===== src/rtl/div_unit_pkg.sv =====
// Shared encodings for the B/C bus arithmetic units.
package div_unit_pkg;

    localparam logic [1:0] IDLE   = 2'd0;
    localparam logic [1:0] CALC   = 2'd1;
    localparam logic [1:0] FIX    = 2'd2;
    localparam logic [1:0] DONE_S = 2'd3;

    localparam logic DIV_QR_QUO = 1'b0;
    localparam logic DIV_QR_REM = 1'b1;

    localparam logic MUL_HILO_LO = 1'b0;
    localparam logic MUL_HILO_HI = 1'b1;

endpackage


===== src/rtl/div_unit_step.sv =====
// One restoring-division iteration: shift in a dividend bit, trial subtract.
module div_step #(
    parameter int WIDTH = 32
) (
    input  logic [WIDTH-1:0] rem_in,
    input  logic             bit_in,
    input  logic [WIDTH-1:0] divisor,
    output logic [WIDTH-1:0] rem_out,
    output logic             q_bit
);

    logic [WIDTH:0] shifted;
    logic [WIDTH:0] trial;

    // rem_in < divisor keeps shifted - divisor within WIDTH+1 signed bits
    assign shifted = {rem_in, bit_in};
    assign trial   = shifted - {1'b0, divisor};
    assign q_bit   = ~trial[WIDTH];
    assign rem_out = q_bit ? trial[WIDTH-1:0] : shifted[WIDTH-1:0];

endmodule


===== src/rtl/div_unit.sv =====
// Iterative radix-2 restoring divider on the B/C bus, START/BUSY/DONE handshake.
module div_unit
    import div_unit_pkg::*;
#(
    parameter int WIDTH = 32
) (
    input  logic             CLK,
    input  logic             RESET,
    input  logic [WIDTH-1:0] B_In,
    input  logic [WIDTH-1:0] C,
    input  logic             U,
    input  logic             START,
    input  logic             DIV_QR,
    output logic [WIDTH-1:0] B_Out,
    output logic             BUSY,
    output logic             DONE
);

    localparam int CW = $clog2(WIDTH);

    logic [1:0]       state;
    logic [CW-1:0]    cnt;
    logic             sa;
    logic             sb;
    logic             dz;
    logic [WIDTH-1:0] raw;
    logic [WIDTH-1:0] dvd;
    logic [WIDTH-1:0] dsr;
    logic [WIDTH-1:0] prem;
    logic [WIDTH-1:0] quo;
    logic [WIDTH-1:0] rem;
    logic [WIDTH-1:0] step_rem;
    logic             step_q;
    logic             na;
    logic             nb;

    div_step #(.WIDTH(WIDTH)) u_step (
        .rem_in  (prem),
        .bit_in  (dvd[WIDTH-1]),
        .divisor (dsr),
        .rem_out (step_rem),
        .q_bit   (step_q)
    );

    assign na = U & B_In[WIDTH-1];
    assign nb = U & C[WIDTH-1];

    // dvd shifts out dividend bits and shifts in quotient bits
    always_ff @(posedge CLK or posedge RESET) begin
        if (RESET) begin
            state <= IDLE;
            cnt   <= '0;
            sa    <= 1'b0;
            sb    <= 1'b0;
            dz    <= 1'b0;
            raw   <= '0;
            dvd   <= '0;
            dsr   <= '0;
            prem  <= '0;
            quo   <= '0;
            rem   <= '0;
        end else begin
            case (state)
                IDLE, DONE_S: begin
                    if (START) begin
                        sa    <= na;
                        sb    <= nb;
                        dvd   <= na ? -B_In : B_In;
                        dsr   <= nb ? -C : C;
                        dz    <= (C == '0);
                        raw   <= B_In;
                        prem  <= '0;
                        cnt   <= CW'(WIDTH - 1);
                        state <= CALC;
                    end else begin
                        state <= IDLE;
                    end
                end
                CALC: begin
                    prem <= step_rem;
                    dvd  <= {dvd[WIDTH-2:0], step_q};
                    if (cnt == '0) begin
                        state <= FIX;
                    end else begin
                        cnt <= cnt - 1'b1;
                    end
                end
                FIX: begin
                    if (dz) begin
                        quo <= '1;
                        rem <= raw;
                    end else begin
                        quo <= (sa ^ sb) ? -dvd : dvd;
                        rem <= sa ? -prem : prem;
                    end
                    state <= DONE_S;
                end
                default: state <= IDLE;
            endcase
        end
    end

    always_comb begin
        B_Out = quo;
        case (DIV_QR)
            DIV_QR_QUO: B_Out = quo;
            DIV_QR_REM: B_Out = rem;
        endcase
    end

    assign BUSY = (state == CALC) || (state == FIX);
    assign DONE = (state == DONE_S);

endmodule

===== config.mk =====
export PLATFORM = sky130hd
export DESIGN_NAME = div_unit
export DESIGN_NICKNAME = d
export VERILOG_FILES = /design/src/rtl/div_unit_pkg.sv /design/src/rtl/div_unit_step.sv /design/src/rtl/div_unit.sv
export SDC_FILE = /design/constraint.sdc
export NUM_CORES = 1
export LEC_CHECK = 0
export CORE_ASPECT_RATIO = 0.75
export CORE_UTILIZATION = 40
export CTS_BUF_LIST = sky130_fd_sc_hd__clkbuf_16
export CTS_CLUSTER_SIZE = 8
export DETAILED_ROUTE_END_ITERATION = 12
export GPL_ROUTABILITY_DRIVEN = 0
export RECOVER_POWER = 25
export SYNTH_ARGS = -nofsm -noshare
export SYNTH_HDL_FRONTEND = slang
export SYNTH_SLANG_ARGS = --single-unit
export TNS_END_PERCENT = 50

===== constraint.sdc =====
create_clock -name CLK -period 8 [get_ports CLK]
set_input_delay 1.6 -clock CLK [delete_from_list [all_inputs] [get_ports CLK]]
set_output_delay 1.6 -clock CLK [all_outputs]
set_load 0.03 [all_outputs]

==> flow_results.xml <==
<?xml version="1.0" encoding="UTF-8"?>
<metrics>
  <group name="sta">
    <metric name="maximum_clock_skew_at_final_layout" unit="ps">15.9</metric>
    <metric name="fmaxAchievable" unit="MHz">198</metric>
    <metric name="worst_slew_margin_rel" unit="">-0.656</metric>
    <metric name="final_min_period_over_clock_period" unit="">0.633</metric>
    <metric name="worstMarginPinSlew" unit="ps">2480</metric>
    <metric name="finalMaxSlewViolations" unit="">49</metric>
    <metric name="report.final.setup_viol" unit="">0</metric>
    <metric name="timing.final.ws_setup" unit="ps">2940</metric>
    <metric name="rsz0062_at_grt" unit="">false</metric>
    <metric name="post-route-min-period" unit="ps">5060</metric>
    <metric name="finalHoldViolations" unit="">0</metric>
    <metric name="finalHoldWorstSlack" unit="ps">475</metric>
    <metric name="fin_tns_setup" unit="ps">0</metric>
  </group>
  <group name="setup_path">
    <metric name="cp_endpoint_kind" unit="">primary output</metric>
    <metric name="crit-reg2reg-launch" unit="">dvd[31]</metric>
    <metric name="crit_path_max_fanout" unit="">32</metric>
    <metric name="r2r_slack" unit="ps">3410</metric>
    <metric name="crit_top_cell" unit="">sky130_fd_sc_hd__clkdlybuf4s50_1</metric>
    <metric name="timing.critical_path.required" unit="ps">6400</metric>
    <metric name="timing.reg2reg.worst_path_depth" unit="">15</metric>
    <metric name="timing.setup.critical_path_class" unit="">in2out</metric>
    <metric name="critical_path.reg2reg.endpoint" unit="">prem[0]</metric>
    <metric name="crit_path_top_delay_cell" unit="">sky130_fd_sc_hd__clkdlybuf4s50_1</metric>
    <metric name="setup.worst_path.start_class" unit="">input port</metric>
    <metric name="crit_path_cell_trace" unit="">clkdlybuf4s50_1 -&gt; buf_4 -&gt; mux2_2 -&gt; clkdlybuf4s50_1</metric>
    <metric name="worst_path_largest_cell_delay" unit="ps">590</metric>
    <metric name="crit_arrival" unit="ps">3460</metric>
  </group>
  <group name="layout">
    <metric name="layout.cells.non_filler" unit="">1948</metric>
    <metric name="drive_gt1_frac" unit="">0.0947</metric>
    <metric name="fin_util" unit="">0.476</metric>
    <metric name="flow.area_growth_from_synthesis" unit="%">16.0</metric>
    <metric name="postLayoutCellArea" unit="sq um">15000</metric>
    <metric name="finalNetCount" unit="">1653</metric>
    <metric name="antenna_cells" unit="">0</metric>
  </group>
  <group name="synthesis">
    <metric name="synth_common_cells" unit="">sky130_fd_sc_hd__dfrtp_1, sky130_fd_sc_hd__nand2_1, sky130_fd_sc_hd__o21ai_0</metric>
    <metric name="syn_avg_cell_area" unit="sq um">8.75</metric>
    <metric name="synth.yosys.seq_area_share" unit="">0.391</metric>
    <metric name="synth_nets" unit="">1591</metric>
    <metric name="netlist_area" unit="sq um">12900</metric>
    <metric name="postSynth.topFlopCell" unit="">sky130_fd_sc_hd__dfrtp_1</metric>
    <metric name="synth-edff-count" unit="">0</metric>
    <metric name="async_flop_share" unit="">1.00</metric>
    <metric name="syn_inst" unit="">1480</metric>
    <metric name="yosys_register_bits" unit="">202</metric>
    <metric name="unique_cell_type_count_in_the_yosys_netlist" unit="">61</metric>
    <metric name="yosys.area.top_type" unit="">sky130_fd_sc_hd__dfrtp_1</metric>
    <metric name="ys_top_cells_by_area" unit="">sky130_fd_sc_hd__dfrtp_1, sky130_fd_sc_hd__mux2_2, sky130_fd_sc_hd__xor2_1</metric>
    <metric name="synth_warnings" unit="">0</metric>
    <metric name="synthMostInstantiatedCell" unit="">sky130_fd_sc_hd__dfrtp_1</metric>
    <metric name="yosys.area.top_type_share" unit="">0.391</metric>
  </group>
  <group name="global_routing">
    <metric name="grt_overflow_total" unit="">0</metric>
    <metric name="largest_net_degree_at_the_start_of_global_routing" unit="">132</metric>
    <metric name="grt.busiest_layer" unit="">met2</metric>
    <metric name="grt_first_pass_wirelength" unit="mm">58.3</metric>
    <metric name="groute.layer.met1.usage" unit="">0.330</metric>
    <metric name="gr-usage-met2" unit="">0.339</metric>
    <metric name="track_usage" unit="">0.223</metric>
    <metric name="grtUsageMet3" unit="">0.0383</metric>
    <metric name="vias_in_the_first_global_route" unit="">10667</metric>
    <metric name="initial_antenna_violation_count" unit="">0</metric>
  </group>
  <group name="status">
    <metric name="violations_in_the_final_reports" unit="">capacitance limit, slew limit</metric>
    <metric name="run_status" unit="">finished with violations</metric>
  </group>
  <group name="clocking">
    <metric name="clock-sinks" unit="">202</metric>
    <metric name="cts_root_buffer" unit="">sky130_fd_sc_hd__clkbuf_16</metric>
    <metric name="cts_inserted_buffers" unit="">29</metric>
    <metric name="clock_insertion_delay_worst_skew" unit="ps">540</metric>
    <metric name="clk_transition_reported_paths" unit="ps">50</metric>
    <metric name="htree_num_levels" unit="">1</metric>
    <metric name="cts_repair_resize_count" unit="">0</metric>
    <metric name="cts_post_setup_buffers_inserted" unit="">0</metric>
    <metric name="ctsHoldBuffers" unit="">0</metric>
    <metric name="cts_tree" unit="">done</metric>
    <metric name="clk_path_buf_depth" unit="">3</metric>
  </group>
  <group name="floorplan">
    <metric name="row_count" unit="">56</metric>
    <metric name="die_w" unit="microns">210</metric>
    <metric name="start_util" unit="">0.411</metric>
    <metric name="ioPinCount" unit="">103</metric>
    <metric name="die_area" unit="sq um">33100</metric>
    <metric name="chip_height" unit="microns">158</metric>
    <metric name="fp.coreArea" unit="sq um">31500</metric>
  </group>
  <group name="power">
    <metric name="power_after_layout" unit="mW">5.55</metric>
    <metric name="power_per_cell_area" unit="nW/um^2">369</metric>
    <metric name="p_leak" unit="nW">6.52</metric>
    <metric name="vdd_drop_max" unit="mV">0.242</metric>
  </group>
  <group name="drt">
    <metric name="detail_route.iter0.violations" unit="">807</metric>
    <metric name="first_pass_iters" unit="">5</metric>
    <metric name="via_per_inst" unit="">5.64</metric>
    <metric name="ant_nets" unit="">0</metric>
    <metric name="detail_route.wirelength" unit="mm">36.0</metric>
    <metric name="vias" unit="">10990</metric>
    <metric name="drc_errors" unit="">0</metric>
    <metric name="detail_route.wl_per_cell" unit="microns">18.5</metric>
  </group>
  <group name="hold_path">
    <metric name="hold_path_startpoint" unit="">raw[0]</metric>
    <metric name="worstHoldEndpoint" unit="">raw[0]</metric>
    <metric name="hold_class" unit="">reg2reg</metric>
    <metric name="hold_path_depth" unit="">2</metric>
  </group>
  <group name="placement">
    <metric name="port-buffer-count" unit="">102</metric>
    <metric name="pre_cts_ws" unit="ps">2930</metric>
    <metric name="detailed_place_hpwl" unit="mm">25.4</metric>
    <metric name="placed_cells_incl_taps" unit="">1917</metric>
    <metric name="placed_area" unit="sq um">14300</metric>
  </group>
  <group name="flow_run">
    <metric name="max_cap_viol_count" unit="">1</metric>
  </group>
</metrics>
[area by class of cell]
class,instances,area (sq um)
flip-flops and latches,202,5050
clock inverters,2,11.3
inverters,56,218
multi-input cells,1137,7380
fillers,3051,16500
clock buffers,29,726
repair buffers,116,1120
well taps,406,508
[worst max path at each step]
stage	cells past startpoint	slack, ps	to	startpoint
2_1_floorplan	1	890	cnt[0]	RESET
4_1_cts	4	2920	B_Out[8]	DIV_QR
6_report	4	2940	B_Out[9]	DIV_QR
5_1_grt	4	2840	B_Out[4]	DIV_QR
3_5_place_dp	4	2930	B_Out[8]	DIV_QR
3_3_place_gp	4	2960	B_Out[3]	DIV_QR
[cell usage in the layout (no fill, tap or decap), types with 15 or more instances in the layout]
cell and instances:
sky130_fd_sc_hd__inv_1 55, sky130_fd_sc_hd__nand2_1 155, sky130_fd_sc_hd__mux2_2 81, sky130_fd_sc_hd__clkdlybuf4s50_1 101
sky130_fd_sc_hd__o21ai_0 136, sky130_fd_sc_hd__o41ai_1 16, sky130_fd_sc_hd__o31ai_1 20, sky130_fd_sc_hd__nand3_1 69
sky130_fd_sc_hd__clkbuf_16 29, sky130_fd_sc_hd__dfrtp_1 202, sky130_fd_sc_hd__nor2_1 118, sky130_fd_sc_hd__or3_1 16
sky130_fd_sc_hd__a21o_1 15, sky130_fd_sc_hd__a21oi_1 134, sky130_fd_sc_hd__xnor2_1 60, sky130_fd_sc_hd__ha_1 41
sky130_fd_sc_hd__xor2_1 85
[worst max-delay path, delay by kind of cell]
kind,cells,cell delay [ps]
buf+inv,3,1420
mux,1,400
[kinds of logic (layout without fill, tap and decap cells)]
family,Yosys count,count (layout),synth area share
and+or+nand+nor,456,456,0.163
buffers and inverters,141,203,0.0426
adders and majority gates,42,42,0.0412
xor gates and xnor gates,147,147,0.0995
AOI/OAI and AO/OA,399,399,0.183
muxes,93,93,0.0797
DFF,202,202,0.391
[power breakdown]
group          switching [mW]  internal, mW  total [mW]
combinational            1.63          1.07        2.71
sequential              0.339          1.43        1.77
clock                   0.439         0.630        1.07
[state kept, by name, indices dropped and copies added (netlist names)]
register and count:
dvd 32, raw 32, rem 32, dz 1, cnt 5, quo 32, state 2, prem 32
sa 1, sb 1, dsr 32
[metal layers]
layer	vias to the layer above	wire, microns
met5	-	0
met1	5329	18100
met3	47	1880
met2	271	15400
li1	5343	-
met4	0	651
Note: power is estimated with default switching activity, not from simulation.
